`src/rtl/rram_op_sequencer.sv`:
```
`default_nettype none
//==============================================================================
// Module : rram_op_sequencer
// Brief  : Runs one RRAM crossbar WRITE/READ/MAC operation at a time, driving
//          the line-driver controls and returning CSA/ADC results.
// Rev    : 1.0  initial release
//==============================================================================

module rram_op_sequencer #(
    parameter int ARRAY_SIZE = 16,
    parameter int ROW_W      = 4,
    parameter int PRE_CYCLES = 2,
    parameter int DRV_CYCLES = 4,
    parameter int WR_CYCLES  = 8,
    parameter int ADC_CYCLES = 3
) (
    input  logic                    clk,
    input  logic                    rst,
    input  logic                    cmd_valid,
    output logic                    cmd_ready,
    input  logic [1:0]              cmd_op,
    input  logic [ROW_W-1:0]        cmd_row,
    input  logic [ARRAY_SIZE-1:0]   cmd_data,
    output logic                    rsp_valid,
    input  logic                    rsp_ready,
    output logic [3*ARRAY_SIZE-1:0] rsp_data,
    output logic                    rsp_err,
    output logic                    busy,
    output logic                    PRE,
    output logic                    ENABLE_WL,
    output logic                    ENABLE_BL,
    output logic                    ENABLE_SL,
    output logic                    ENABLE_CSA,
    output logic                    ENABLE_ADC,
    output logic                    SAEN_CSA,
    output logic [1:0]              CLK_EN_ADC,
    output logic [ARRAY_SIZE-1:0]   IN0_WL,
    output logic [ARRAY_SIZE-1:0]   IN1_WL,
    output logic [ARRAY_SIZE-1:0]   IN0_BL,
    output logic [ARRAY_SIZE-1:0]   IN1_BL,
    output logic [ARRAY_SIZE-1:0]   IN0_SL,
    output logic [ARRAY_SIZE-1:0]   IN1_SL,
    input  logic [ARRAY_SIZE-1:0]   CSA,
    input  logic [ARRAY_SIZE-1:0]   ADC_OUT0,
    input  logic [ARRAY_SIZE-1:0]   ADC_OUT1,
    input  logic [ARRAY_SIZE-1:0]   ADC_OUT2
);

    localparam logic [2:0] c_ST_IDLE  = 3'd0;
    localparam logic [2:0] c_ST_PRE   = 3'd1;
    localparam logic [2:0] c_ST_DRIVE = 3'd2;
    localparam logic [2:0] c_ST_SENSE = 3'd3;
    localparam logic [2:0] c_ST_RESP  = 3'd4;

    localparam logic [1:0] c_OP_NOP   = 2'b00;
    localparam logic [1:0] c_OP_WRITE = 2'b01;
    localparam logic [1:0] c_OP_READ  = 2'b10;
    localparam logic [1:0] c_OP_MAC   = 2'b11;

    localparam int c_MAX_A   = (PRE_CYCLES > DRV_CYCLES) ? PRE_CYCLES : DRV_CYCLES;
    localparam int c_MAX_B   = (WR_CYCLES > ADC_CYCLES) ? WR_CYCLES : ADC_CYCLES;
    localparam int c_CNT_MAX = (c_MAX_A > c_MAX_B) ? c_MAX_A : c_MAX_B;
    localparam int c_CNT_RAW = $clog2(c_CNT_MAX);
    // At least two bits so the ADC clock phase can be taken from the count.
    localparam int c_CNT_W   = (c_CNT_RAW < 2) ? 2 : c_CNT_RAW;

    localparam logic [c_CNT_W-1:0] c_PRE_LAST = c_CNT_W'(PRE_CYCLES - 1);
    localparam logic [c_CNT_W-1:0] c_DRV_LAST = c_CNT_W'(DRV_CYCLES - 1);
    localparam logic [c_CNT_W-1:0] c_WR_LAST  = c_CNT_W'(WR_CYCLES - 1);
    localparam logic [c_CNT_W-1:0] c_ADC_LAST = c_CNT_W'(ADC_CYCLES - 1);
    localparam logic [ARRAY_SIZE-1:0] c_ONE   = ARRAY_SIZE'(1);

    logic [2:0]            r_state;
    logic [2:0]            w_state_nx;
    logic [c_CNT_W-1:0]    r_cnt;
    logic [c_CNT_W-1:0]    w_cnt_nx;
    logic [1:0]            r_op;
    logic [ROW_W-1:0]      r_row;
    logic [ARRAY_SIZE-1:0] r_data;
    logic [1:0]            w_op_nx;
    logic [ROW_W-1:0]      w_row_nx;
    logic [ARRAY_SIZE-1:0] w_data_nx;
    logic                  w_accept;
    logic                  w_row_oor;
    logic                  w_cmd_err;

    logic [3*ARRAY_SIZE-1:0] r_rsp_data;
    logic                    r_rsp_err;

    logic                  w_pre, w_en_wl, w_en_bl, w_en_sl, w_en_csa, w_en_adc, w_saen;
    logic [1:0]            w_clk_en;
    logic [ARRAY_SIZE-1:0] w_in0_wl, w_in1_wl, w_in0_bl, w_in1_bl, w_in0_sl, w_in1_sl;
    logic [ARRAY_SIZE-1:0] w_row_hot;

    logic                  r_pre, r_en_wl, r_en_bl, r_en_sl, r_en_csa, r_en_adc, r_saen;
    logic [1:0]            r_clk_en;
    logic [ARRAY_SIZE-1:0] r_in0_wl, r_in1_wl, r_in0_bl, r_in1_bl, r_in0_sl, r_in1_sl;

    // A narrow row field cannot address past the array, so no compare is built.
    generate
        if ((1 << ROW_W) > ARRAY_SIZE) begin : g_row_chk
            assign w_row_oor = (32'(cmd_row) >= 32'(ARRAY_SIZE));
        end else begin : g_row_nochk
            assign w_row_oor = 1'b0;
        end
    endgenerate

    assign cmd_ready = (r_state == c_ST_IDLE) && !rst;
    assign busy      = (r_state != c_ST_IDLE);
    assign rsp_valid = (r_state == c_ST_RESP);
    assign rsp_data  = r_rsp_data;
    assign rsp_err   = r_rsp_err;

    assign w_accept  = cmd_valid && (r_state == c_ST_IDLE);
    assign w_cmd_err = w_row_oor && ((cmd_op == c_OP_WRITE) || (cmd_op == c_OP_READ));
    assign w_op_nx   = w_accept ? cmd_op   : r_op;
    assign w_row_nx  = w_accept ? cmd_row  : r_row;
    assign w_data_nx = w_accept ? cmd_data : r_data;

    always_ff @(posedge clk or posedge rst) begin
        if (rst) begin
            r_state <= c_ST_IDLE;
            r_cnt   <= '0;
            r_op    <= c_OP_NOP;
            r_row   <= '0;
            r_data  <= '0;
        end else begin
            r_state <= w_state_nx;
            r_cnt   <= w_cnt_nx;
            r_op    <= w_op_nx;
            r_row   <= w_row_nx;
            r_data  <= w_data_nx;
        end
    end

    always_comb begin
        w_state_nx = r_state;
        w_cnt_nx   = r_cnt;
        case (r_state)
            c_ST_IDLE: begin
                if (w_accept) begin
                    case (cmd_op)
                        c_OP_NOP:   w_state_nx = c_ST_IDLE;
                        c_OP_WRITE: w_state_nx = w_cmd_err ? c_ST_RESP : c_ST_DRIVE;
                        c_OP_READ:  w_state_nx = w_cmd_err ? c_ST_RESP : c_ST_PRE;
                        c_OP_MAC:   w_state_nx = c_ST_PRE;
                        default:    w_state_nx = c_ST_IDLE;
                    endcase
                end
            end
            c_ST_PRE: begin
                if (r_cnt == c_PRE_LAST) w_state_nx = c_ST_DRIVE;
            end
            c_ST_DRIVE: begin
                if (r_op == c_OP_WRITE) begin
                    if (r_cnt == c_WR_LAST) w_state_nx = c_ST_RESP;
                end else if (r_cnt == c_DRV_LAST) begin
                    w_state_nx = c_ST_SENSE;
                end
            end
            c_ST_SENSE: begin
                if ((r_op == c_OP_READ) || (r_cnt == c_ADC_LAST)) w_state_nx = c_ST_RESP;
            end
            c_ST_RESP: begin
                if (rsp_ready) w_state_nx = c_ST_IDLE;
            end
            default: w_state_nx = c_ST_IDLE;
        endcase

        // Count restarts on each state entry and only advances in timed states.
        if (w_state_nx != r_state) begin
            w_cnt_nx = '0;
        end else if ((r_state == c_ST_PRE) || (r_state == c_ST_DRIVE) ||
                     (r_state == c_ST_SENSE)) begin
            w_cnt_nx = r_cnt + 1'b1;
        end
    end

    // Controls are decoded from the upcoming state so the registered pins line up with it.
    always_comb begin
        w_pre     = 1'b0;
        w_en_wl   = 1'b0;
        w_en_bl   = 1'b0;
        w_en_sl   = 1'b0;
        w_en_csa  = 1'b0;
        w_en_adc  = 1'b0;
        w_saen    = 1'b0;
        w_clk_en  = 2'b00;
        w_in0_wl  = '0;
        w_in1_wl  = '0;
        w_in0_bl  = '0;
        w_in1_bl  = '0;
        w_in0_sl  = '0;
        w_in1_sl  = '0;
        w_row_hot = c_ONE << w_row_nx;

        if (w_state_nx == c_ST_PRE) w_pre = 1'b1;

        if ((w_state_nx == c_ST_DRIVE) || (w_state_nx == c_ST_SENSE)) begin
            w_en_wl = 1'b1;
            w_en_bl = 1'b1;
            w_en_sl = 1'b1;
            case (w_op_nx)
                c_OP_WRITE: begin
                    w_in1_wl = w_row_hot;
                    w_in1_bl = w_data_nx;
                    w_in0_sl = ~w_data_nx;
                    w_in1_sl = ~w_data_nx;
                end
                c_OP_READ: begin
                    w_in0_wl = w_row_hot;
                    w_in0_bl = '1;
                end
                default: begin
                    w_in0_wl = w_data_nx;
                    w_in0_bl = '1;
                end
            endcase
        end

        if (w_state_nx == c_ST_SENSE) begin
            if (w_op_nx == c_OP_READ) begin
                w_en_csa = 1'b1;
                w_saen   = 1'b1;
            end else begin
                w_en_adc = 1'b1;
                w_clk_en = w_cnt_nx[1:0] + 2'd1;
            end
        end
    end

    always_ff @(posedge clk or posedge rst) begin
        if (rst) begin
            r_pre    <= 1'b0;
            r_en_wl  <= 1'b0;
            r_en_bl  <= 1'b0;
            r_en_sl  <= 1'b0;
            r_en_csa <= 1'b0;
            r_en_adc <= 1'b0;
            r_saen   <= 1'b0;
            r_clk_en <= 2'b00;
            r_in0_wl <= '0;
            r_in1_wl <= '0;
            r_in0_bl <= '0;
            r_in1_bl <= '0;
            r_in0_sl <= '0;
            r_in1_sl <= '0;
        end else begin
            r_pre    <= w_pre;
            r_en_wl  <= w_en_wl;
            r_en_bl  <= w_en_bl;
            r_en_sl  <= w_en_sl;
            r_en_csa <= w_en_csa;
            r_en_adc <= w_en_adc;
            r_saen   <= w_saen;
            r_clk_en <= w_clk_en;
            r_in0_wl <= w_in0_wl;
            r_in1_wl <= w_in1_wl;
            r_in0_bl <= w_in0_bl;
            r_in1_bl <= w_in1_bl;
            r_in0_sl <= w_in0_sl;
            r_in1_sl <= w_in1_sl;
        end
    end

    assign PRE        = r_pre;
    assign ENABLE_WL  = r_en_wl;
    assign ENABLE_BL  = r_en_bl;
    assign ENABLE_SL  = r_en_sl;
    assign ENABLE_CSA = r_en_csa;
    assign ENABLE_ADC = r_en_adc;
    assign SAEN_CSA   = r_saen;
    assign CLK_EN_ADC = r_clk_en;
    assign IN0_WL     = r_in0_wl;
    assign IN1_WL     = r_in1_wl;
    assign IN0_BL     = r_in0_bl;
    assign IN1_BL     = r_in1_bl;
    assign IN0_SL     = r_in0_sl;
    assign IN1_SL     = r_in1_sl;

    // Result is captured on the edge that leaves SENSE and cleared on acceptance/handshake.
    always_ff @(posedge clk or posedge rst) begin
        if (rst) begin
            r_rsp_data <= '0;
            r_rsp_err  <= 1'b0;
        end else if (w_accept) begin
            r_rsp_data <= '0;
            r_rsp_err  <= w_cmd_err;
        end else if ((r_state == c_ST_SENSE) && (w_state_nx == c_ST_RESP)) begin
            r_rsp_data <= (r_op == c_OP_READ) ? {{(2*ARRAY_SIZE){1'b0}}, CSA}
                                              : {ADC_OUT2, ADC_OUT1, ADC_OUT0};
        end else if (rsp_valid && rsp_ready) begin
            r_rsp_data <= '0;
            r_rsp_err  <= 1'b0;
        end
    end

endmodule

`default_nettype wire

```
`config.mk`:
```
export PLATFORM = sky130hd
export DESIGN_NAME = rram_op_sequencer
export DESIGN_NICKNAME = d
export VERILOG_FILES = /design/src/rtl/rram_op_sequencer.sv
export SDC_FILE = /design/constraint.sdc
export NUM_CORES = 1
export LEC_CHECK = 0
export CAP_MARGIN = 20
export CORE_UTILIZATION = 35
export CTS_CLUSTER_DIAMETER = 80
export DETAILED_ROUTE_END_ITERATION = 10
export MAX_ROUTING_LAYER = met4
export PLACE_DENSITY_LB_ADDON = 0.08
export SKIP_LAST_GASP = 1
export SLEW_MARGIN = 40
export SYNTH_ARGS = -nofsm -noshare
export SYNTH_HDL_FRONTEND = slang
export SYNTH_SLANG_ARGS = --single-unit
```
`constraint.sdc`:
```
create_clock -name clk -period 5.5 [get_ports clk]
set_input_delay 1.1 -clock clk [delete_from_list [all_inputs] [get_ports clk]]
set_output_delay 1.1 -clock clk [all_outputs]
set_load 0.1 [all_outputs]
```
* Yosys cells after proc, flatten, opt, wreduce, memory -nomap -nowiden
Cells that the tools add are included.
** Operators by class
- Equality and inequality tests :: 21
- Shift-type cells :: 1
- Multiplexer cells :: 39
- Add/sub/neg operators :: 2
- Bitwise gates (word level) :: 1
- Reductions and logical operators :: 17
** Operator list (number)
- 48-bit 2-to-1 mux :: 4
- 16-bit 2-to-1 mux :: 10
- 16-bit case mux with 2 select lines :: 1
- 3-bit 2-to-1 mux :: 9
- 3-bit by 2-bit equality test with 1-bit output, second input constant :: 6
- 16-bit inverter :: 1
- 1-bit by 4-bit << shifter with 16-bit output, first input constant :: 1
- 3-bit case mux with 5 select lines :: 1
- 3-bit by 1-bit equality test with 1-bit output, second input constant :: 3
- 3-bit equality test, second input constant :: 3
- 1-bit 2-to-1 mux :: 9
- 3-bit case mux with 3 select lines :: 1
- 2-bit equality test, second input constant :: 4
- 2-bit by 1-bit equality test with 1-bit output, second input constant :: 3
- 2-bit 2-to-1 mux :: 3
- 3-bit nonzero test :: 2
- 1-bit logical AND :: 4
- 1-bit logical OR :: 4
- 4-bit 2-to-1 mux :: 1
- 2-bit nonzero test :: 2
- 3-bit by 1-bit adder with 3-bit output, second input constant :: 1
- 3-bit zero test :: 1
- 3-bit inequality test :: 1
- 2-bit by 1-bit adder with 2-bit output, second input constant :: 1
- 5 further kinds :: 5
** Storage, ports and cells
- Register bits after elaboration :: 163
- Output and inout bits :: 157
- Word-level logic and storage cells :: 99

* Logic depth before layout (Yosys ltp)
Gate-level depths: netlist of the first run.
- Depth after elaboration :: 10
- Depth in mapped cells :: 12
- Gate-level depth less buffers :: 9

* Worst setup path after synthesis of the first run
No wires, ideal clock.
- Path kind :: reg-to-output
- Start point :: reg r_state[0]
- End point :: out rsp_valid
- Data arrival time :: 2.827 ns
- Slack :: 1.573 ns
- Required time :: 4.400 ns
- Stages on the path, launching flop included :: 3
- Path through :: dfrtp_1 > buf_2 > nor3b_1
** On the way
- Cells in the longest elaborated chain, start to end :: 1
** RTL lines
- start: declaration :: line 73 : logic [2:0] r_state;
- start signal: assignment :: line 122 : r_state <= c_ST_IDLE;
- start signal: assignment :: line 128 : r_state <= w_state_nx;
- 3-bit equality test :: line 110 : assign rsp_valid = (r_state == c_ST_RESP);
- end: declaration :: line 24 : output logic rsp_valid,
Every way passes these cells.

* Worst setup path after layout of the first run
- Start point :: in cmd_valid
- End point :: reg r_in0_wl[13] (netlist: IN0_WL[13])
** On the way
- Cells in the longest elaborated chain, start to end :: 6
** RTL lines
- start: declaration :: line 19 : input logic cmd_valid,
- 1-bit logical AND * :: line 114 : assign w_accept = cmd_valid && (r_state == c_ST_IDLE);
- 3-bit 2-to-1 mux :: line 141 : if (w_accept) begin
- 3-bit case mux with 5 select lines :: line 139 : case (r_state)
- 3-bit by 2-bit equality test with 1-bit output :: line 199 : if ((w_state_nx == c_ST_DRIVE) || (w_state_nx == c_ST_SENSE)) begin
- 1-bit logical OR :: line 199
- 16-bit 2-to-1 mux * :: line 199
- net w_in0_wl[13] :: line 92 : logic [ARRAY_SIZE-1:0] w_in0_wl, w_in1_wl, w_in0_bl, w_in1_bl, w_in0_sl, w_in1_sl;
- end signal: assignment :: line 257 : r_in0_wl <= w_in0_wl;
- end: declaration :: line 97 : logic [ARRAY_SIZE-1:0] r_in0_wl, r_in1_wl, r_in0_bl, r_in1_bl, r_in0_sl, r_in1_sl;
The timed path passes the listed nets; every way through them passes the cells marked *.
A chain may end at the register's enable or synchronous reset.

==> metrics.yaml, run 1 <==
floorplanning:
  initial_utilization: 0.362
  ios: 247
  core-area_um2: 17500
  placementRows: 48
  die_x_um: 137
  die_h_um: 137
  fp.dieArea_um2: 18600
hold_path:
  hp-class: "flip-flop to flip-flop"
  whs_endpoint: "rsp_data[4]"
  hold-path-cell-count: 1
  holdCritStartpoint: "rsp_data[4]"
cts:
  cts_setup_buffers: 0
  clk_pin_slew_ps: 70
  tritoncts: "yes"
  root_buffer: "clkbuf_16"
  cts_buffers: 17
  post_cts_resized: 0
  clockBufferDepth: 2
  cts.sinks: 147
  clkLatencyLatePin_ps: 420
  h-tree-depth: 4
  postCtsHoldBufs: 0
finish:
  layout_common_cells: "buf_2 (156), dfrtp_1 (147), clkdlybuf4s50_1 (89)"
  num_antenna_cells: 0
  final_common_cell: "buf_2"
  layout.nets: 813
  drive_gt1_frac: 0.320
  synthToLayoutAreaGrowth_pct: 34.5
global_route:
  top_usage_layer: "met2"
  first_global_vias: 4528
  met1_usage: 0.223
  grt_use_total: 0.182
  grt_first_pass_wirelength_um: 24600
  grt.met3_usage: 0.0459
  antenna_found_initial: 0
  grt-ovfl-total: 0
  grt_max_degree: 112
  met2_usage: 0.285
synthesis:
  muxShareOfSynthArea: 0.0948
  synth_area_um2: 6330
  ys_seq_area_frac: 0.581
  synth_compound_area_frac: 0.121
  synth_top_cell_by_area: "dfrtp_1"
  synth_fp_nets: 609
  synth_edf_count: 0
  synth_top_area_frac: 0.581
  synth-simple-area-share: 0.109
  ys_seq_elements: 147
  ys_warn_count: 0
  synthDistinctLibCells: 51
  synthTopCellsByArea: "dfrtp_1 (58%), a22o_1 (4.4%), mux2_4 (4.3%)"
  synthCells: 512
  synthAdderAreaFrac: 0.0138
  synth_xor_area_frac: 0.00277
  avgSynthCellArea_um2: 12.4
  async_reset_ff_frac: 1.00
  synthFlopType: "dfrtp_1"
  synth_top_family_by_area: "compound AO/OA/AOI/OAI gates"
sta:
  setup_viol: 0
  rsz0062_at_grt: "no"
  final.setup.tns_ps: 0
  period_minus_slack_ps: 4000
  fmax_ghz: 0.250
  hold_violations: 0
  tightestPinTransition_ps: 802
  slew_viol_final: 0
  clock_skew_ps: 12.2
  post-route-period-util: 0.726
  fin_ws_ps: 1500
  slew_headroom: 0.465
route:
  routed_wl_um: 16600
  vias: 4630
  route.detailed.drc: 0
  ant_nets: 0
  drt-pass1-iter-count: 4
  drt-initial-drc-count: 162
  wire_per_inst_um: 17.4
  detail_route.vias_per_cell: 4.85
place:
  gp_congestion: 0.816
  numPortBuffers: 245
  dpl.hpwl_um: 11900
  pre_cts_ws_ps: 1110
setup_path:
  rr_endpoint: "IN0_WL[13]"
  critPathLaunchType: "input port"
  cp.required_ps: 5850
  r2r_cells: 8
  timing.reg2reg.setup_slack_ps: 2020
  r2r_start: "r_state[0]"
  crit_arrival_ps: 4340
  worst-path-max-fanout: 37
  critPathKind: "input port to flip-flop"
  endpoint_kind: "flip-flop"
flow_run:
  drv_cap: 0
outcome:
  status: "complete, no violations"
## routing by layer
layer / routed length, um / share of wire / vias up
met4: 324 / 0.020 / 0
met1: 7280 / 0.44 / 2230
met5: 0 / 0 / -
met2: 7700 / 0.46 / 191
met3: 1300 / 0.078 / 22
li1: - / - / 2187
## Yosys cell counts (2+ instances only)
| cell type | number |
|---|---|
| o21a_1 | 2 |
| ha_1 | 7 |
| o32ai_1 | 2 |
| nor3_1 | 18 |
| nand3b_1 | 5 |
| mux2i_1 | 24 |
| nand2_1 | 15 |
| xnor2_1 | 2 |
| a32o_1 | 2 |
| nand3_1 | 2 |
| mux2_2 | 4 |
| a32oi_1 | 16 |
| nor2_1 | 54 |
| nor2b_1 | 19 |
| buf_6 | 6 |
| a21oi_1 | 6 |
| nor4b_1 | 2 |
| buf_2 | 11 |
| nand2b_1 | 7 |
| clkbuf_1 | 14 |
| mux2_4 | 18 |
| mux2i_4 | 2 |
| dfrtp_1 | 147 |
| a31oi_1 | 3 |
| and2_1 | 2 |
| inv_1 | 12 |
| buf_4 | 35 |
| o21bai_1 | 2 |
| nor3b_1 | 5 |
| o2bb2ai_1 | 16 |
| a22o_1 | 32 |
## worst max-delay path: stages
cell and delay, ps:
clkdlybuf4s50_1 480, or4b_2 720, buf_4 370, nand2_1 130, and2_1 160, ha_1 430
nor2_2 590, a32oi_1 200, nor2_1 130
## cell type report
class                      instances  area, um^2
multi-input combinational        285        2200
clock buffer                      17         425
timing repair buffer             252        1740
clock inverter                    15         138
fill                            1597        8950
tap                              225         282
sequential                       147        3680
inverter                          13        61.3
## logic make-up after synthesis
logic type | count (synthesis)
DFF | 147
and+or+nand+nor | 137
AOI/OAI and AO/OA | 90
buffers and inverters | 80
muxes | 48
adders and majority gates | 7
xor gates and xnor gates | 2
other | 1
## registers in the layout, summed over array words and instances (netlist names), 2 cells and up
name	cells
r_cnt	3
r_state	3
IN1_BL	16
r_op	2
rsp_data	48
IN1_WL	16
CLK_EN_ADC	2
IN0_WL	16
r_data	16
r_row	4
IN1_SL	16
## worst max-delay path by stage
| stage | start | end | slack (ps) | cells past startpoint |
|---|---|---|---|---|
| 2_1_floorplan | rst | CLK_EN_ADC[0] | 450 | 1 |
| 3_3_place_gp | cmd_valid | IN0_WL[10] | 960 | 9 |
| 3_5_place_dp | cmd_valid | IN0_WL[13] | 1110 | 9 |
| 4_1_cts | cmd_valid | IN0_WL[13] | 1560 | 9 |
| 5_1_grt | cmd_valid | IN0_WL[13] | 1340 | 9 |
| 6_report | cmd_valid | IN0_WL[13] | 1500 | 9 |
## through the flow
stage	util	hold slack (ps)	area, um^2	instances
4_1_cts	0.487	488	8510	954
5_1_grt	0.488	496	8520	954
3_3_place_gp	0.497	473	8690	920
6_report	0.488	483	8520	954
2_1_floorplan	-	481	6330	512
3_5_place_dp	0.455	470	7940	922
Power of run 1 is left out: the tool's default activity adds up to more than one toggle a clock period on the data nets, which glitch-free logic cannot reach.
==> run 2, diff against run 1 <==
==> constraint.sdc (replaced) <==
create_clock -name clk -period 3.7 [get_ports clk]
set_input_delay 0.74 -clock clk [delete_from_list [all_inputs] [get_ports clk]]
set_output_delay 0.74 -clock clk [all_outputs]
set_load 0.1 [all_outputs]
==> run 2 against run 1 <==
Global-route usage increased by 0.71 points. Hold slack lost 3.5 ps. Sequential share of layout area down 0.83 points. Final area grew 2.0%. Clock skew down 4.7 ps.
==> metrics.yaml, run 2 (same netlist as run 1, synthesis figures left out) <==
outcome:
  status: "complete, no violations"
sta:
  whs_ps: 479
  slew_headroom: 0.469
  hold_violations: 0
  rsz0062_at_grt: "no"
  post-route-period-util: 0.758
  slew_viol_final: 0
  tightestPinTransition_ps: 795
  clock_skew_ps: 7.51
  fmax_ghz: 0.357
  final.setup.tns_ps: 0
  period_minus_slack_ps: 2810
  setup_viol: 0
cts:
  post_cts_resized: 0
  cts_setup_buffers: 0
  clk_pin_slew_ps: 60
  cts_buffers: 17
  clkLatencyLatePin_ps: 420
  clockBufferDepth: 2
  cts.sinks: 147
  postCtsHoldBufs: 0
  h-tree-depth: 4
  root_buffer: "clkbuf_16"
  tritoncts: "yes"
global_route:
  grt_first_pass_wirelength_um: 25600
  grt-ovfl-total: 0
  grt_max_degree: 49
  antenna_found_initial: 0
  first_global_vias: 4688
  grt_use_total: 0.189
finish:
  utilization: 0.497
  area.sequential_um2: 3680
  layout.nets: 819
  largest_reg_flops: 48
  final_common_cell: "dfrtp_1"
  synthToLayoutAreaGrowth_pct: 37.2
  fillers: 1585
  num_antenna_cells: 0
  layout_common_cells: "dfrtp_1 (147), buf_2 (138), clkdlybuf4s50_1 (89)"
  multiInputGateArea_um2: 2200
  drive_gt1_frac: 0.322
setup_path:
  critPathLaunchType: "input port"
  cp_slowest_cell: "or4b_2"
  critPathMostFrequentCell: "nor2_1"
  endpoint_kind: "flip-flop"
  critPathBufInv: 3
  worst-path-max-fanout: 16
  crit_chain: "clkdlybuf4s50_1 -> or4b_2 -> a21oi_1 -> inv_1 -> ha_1 -> nor2_1 -> buf_4 -> a32oi_1 -> nor2_1"
  critPathKind: "input port to flip-flop"
  critPathTopFamily: "simple AND/OR/NAND/NOR gates"
  cp.required_ps: 3980
  crit_arrival_ps: 3080
  slowest_delay_ps: 680
floorplanning:
  placementRows: 48
  initial_utilization: 0.362
  ios: 247
  die_h_um: 137
  die_x_um: 137
  fp.dieArea_um2: 18600
  core-area_um2: 17500
route:
  routed_wl_um: 16800
  drt-initial-drc-count: 177
  wire_per_inst_um: 17.5
  vias: 4649
  ant_nets: 0
  drt-pass1-iter-count: 4
  route.detailed.drc: 0
  detail_route.vias_per_cell: 4.84
place:
  numPortBuffers: 245
  dpl.hpwl_um: 12500
  gp_congestion: 0.900
hold_path:
  hp-class: "flip-flop to flip-flop"
flow_run:
  drv_cap: 0
## run 2: final timing paths
path	slack (ps)	cells after the start	endpoint	startpoint
max reg2reg	1020	8	IN0_WL[9]	r_state[0]
max	890	9	IN0_WL[9]	cmd_valid
min	480	1	rsp_data[7]	rsp_data[7]
max in group asynchronous	2170	3	r_row[3]	rst
min reg2reg	480	1	rsp_data[7]	rsp_data[7]
min in group asynchronous	830	2	ENABLE_ADC	rst
## run 2: worst register-to-register path, stage by stage (launching register included)
cell and delay, ps:
dfrtp_1 540, or4b_2 820, a21oi_1 270, inv_1 90, ha_1 320, nor2_1 50, buf_4 190, a32oi_1 210
nor2_1 60
## run 2: layout make-up
type | instances | share of cell area
flip-flops and latches | 147 | 0.423
multi-input cells | 285 | 0.253
repair buffers | 258 | 0.214
clock buffers | 20 | 0.0514
well taps | 225 | 0.0324
clock inverters | 12 | 0.0196
inverters | 13 | 0.00605
## run 2: metrics by stage
stage	cells	cell area, um^2	worst slack [ps]
2_1_floorplan	512	6340	190
3_3_place_gp	927	8730	501
3_5_place_dp	928	8060	478
4_1_cts	960	8680	789
5_1_grt	960	8690	747
6_report	960	8690	895
## run 2: routing by layer
layer  share of wire  vias up  track usage
met4           0.012        0       0.0630
met3           0.076       15       0.0496
met5               0        -            -
met2            0.49      177        0.314
li1                -     2187            -
met1            0.42     2270        0.222
Power of run 2 is left out for the same reason.
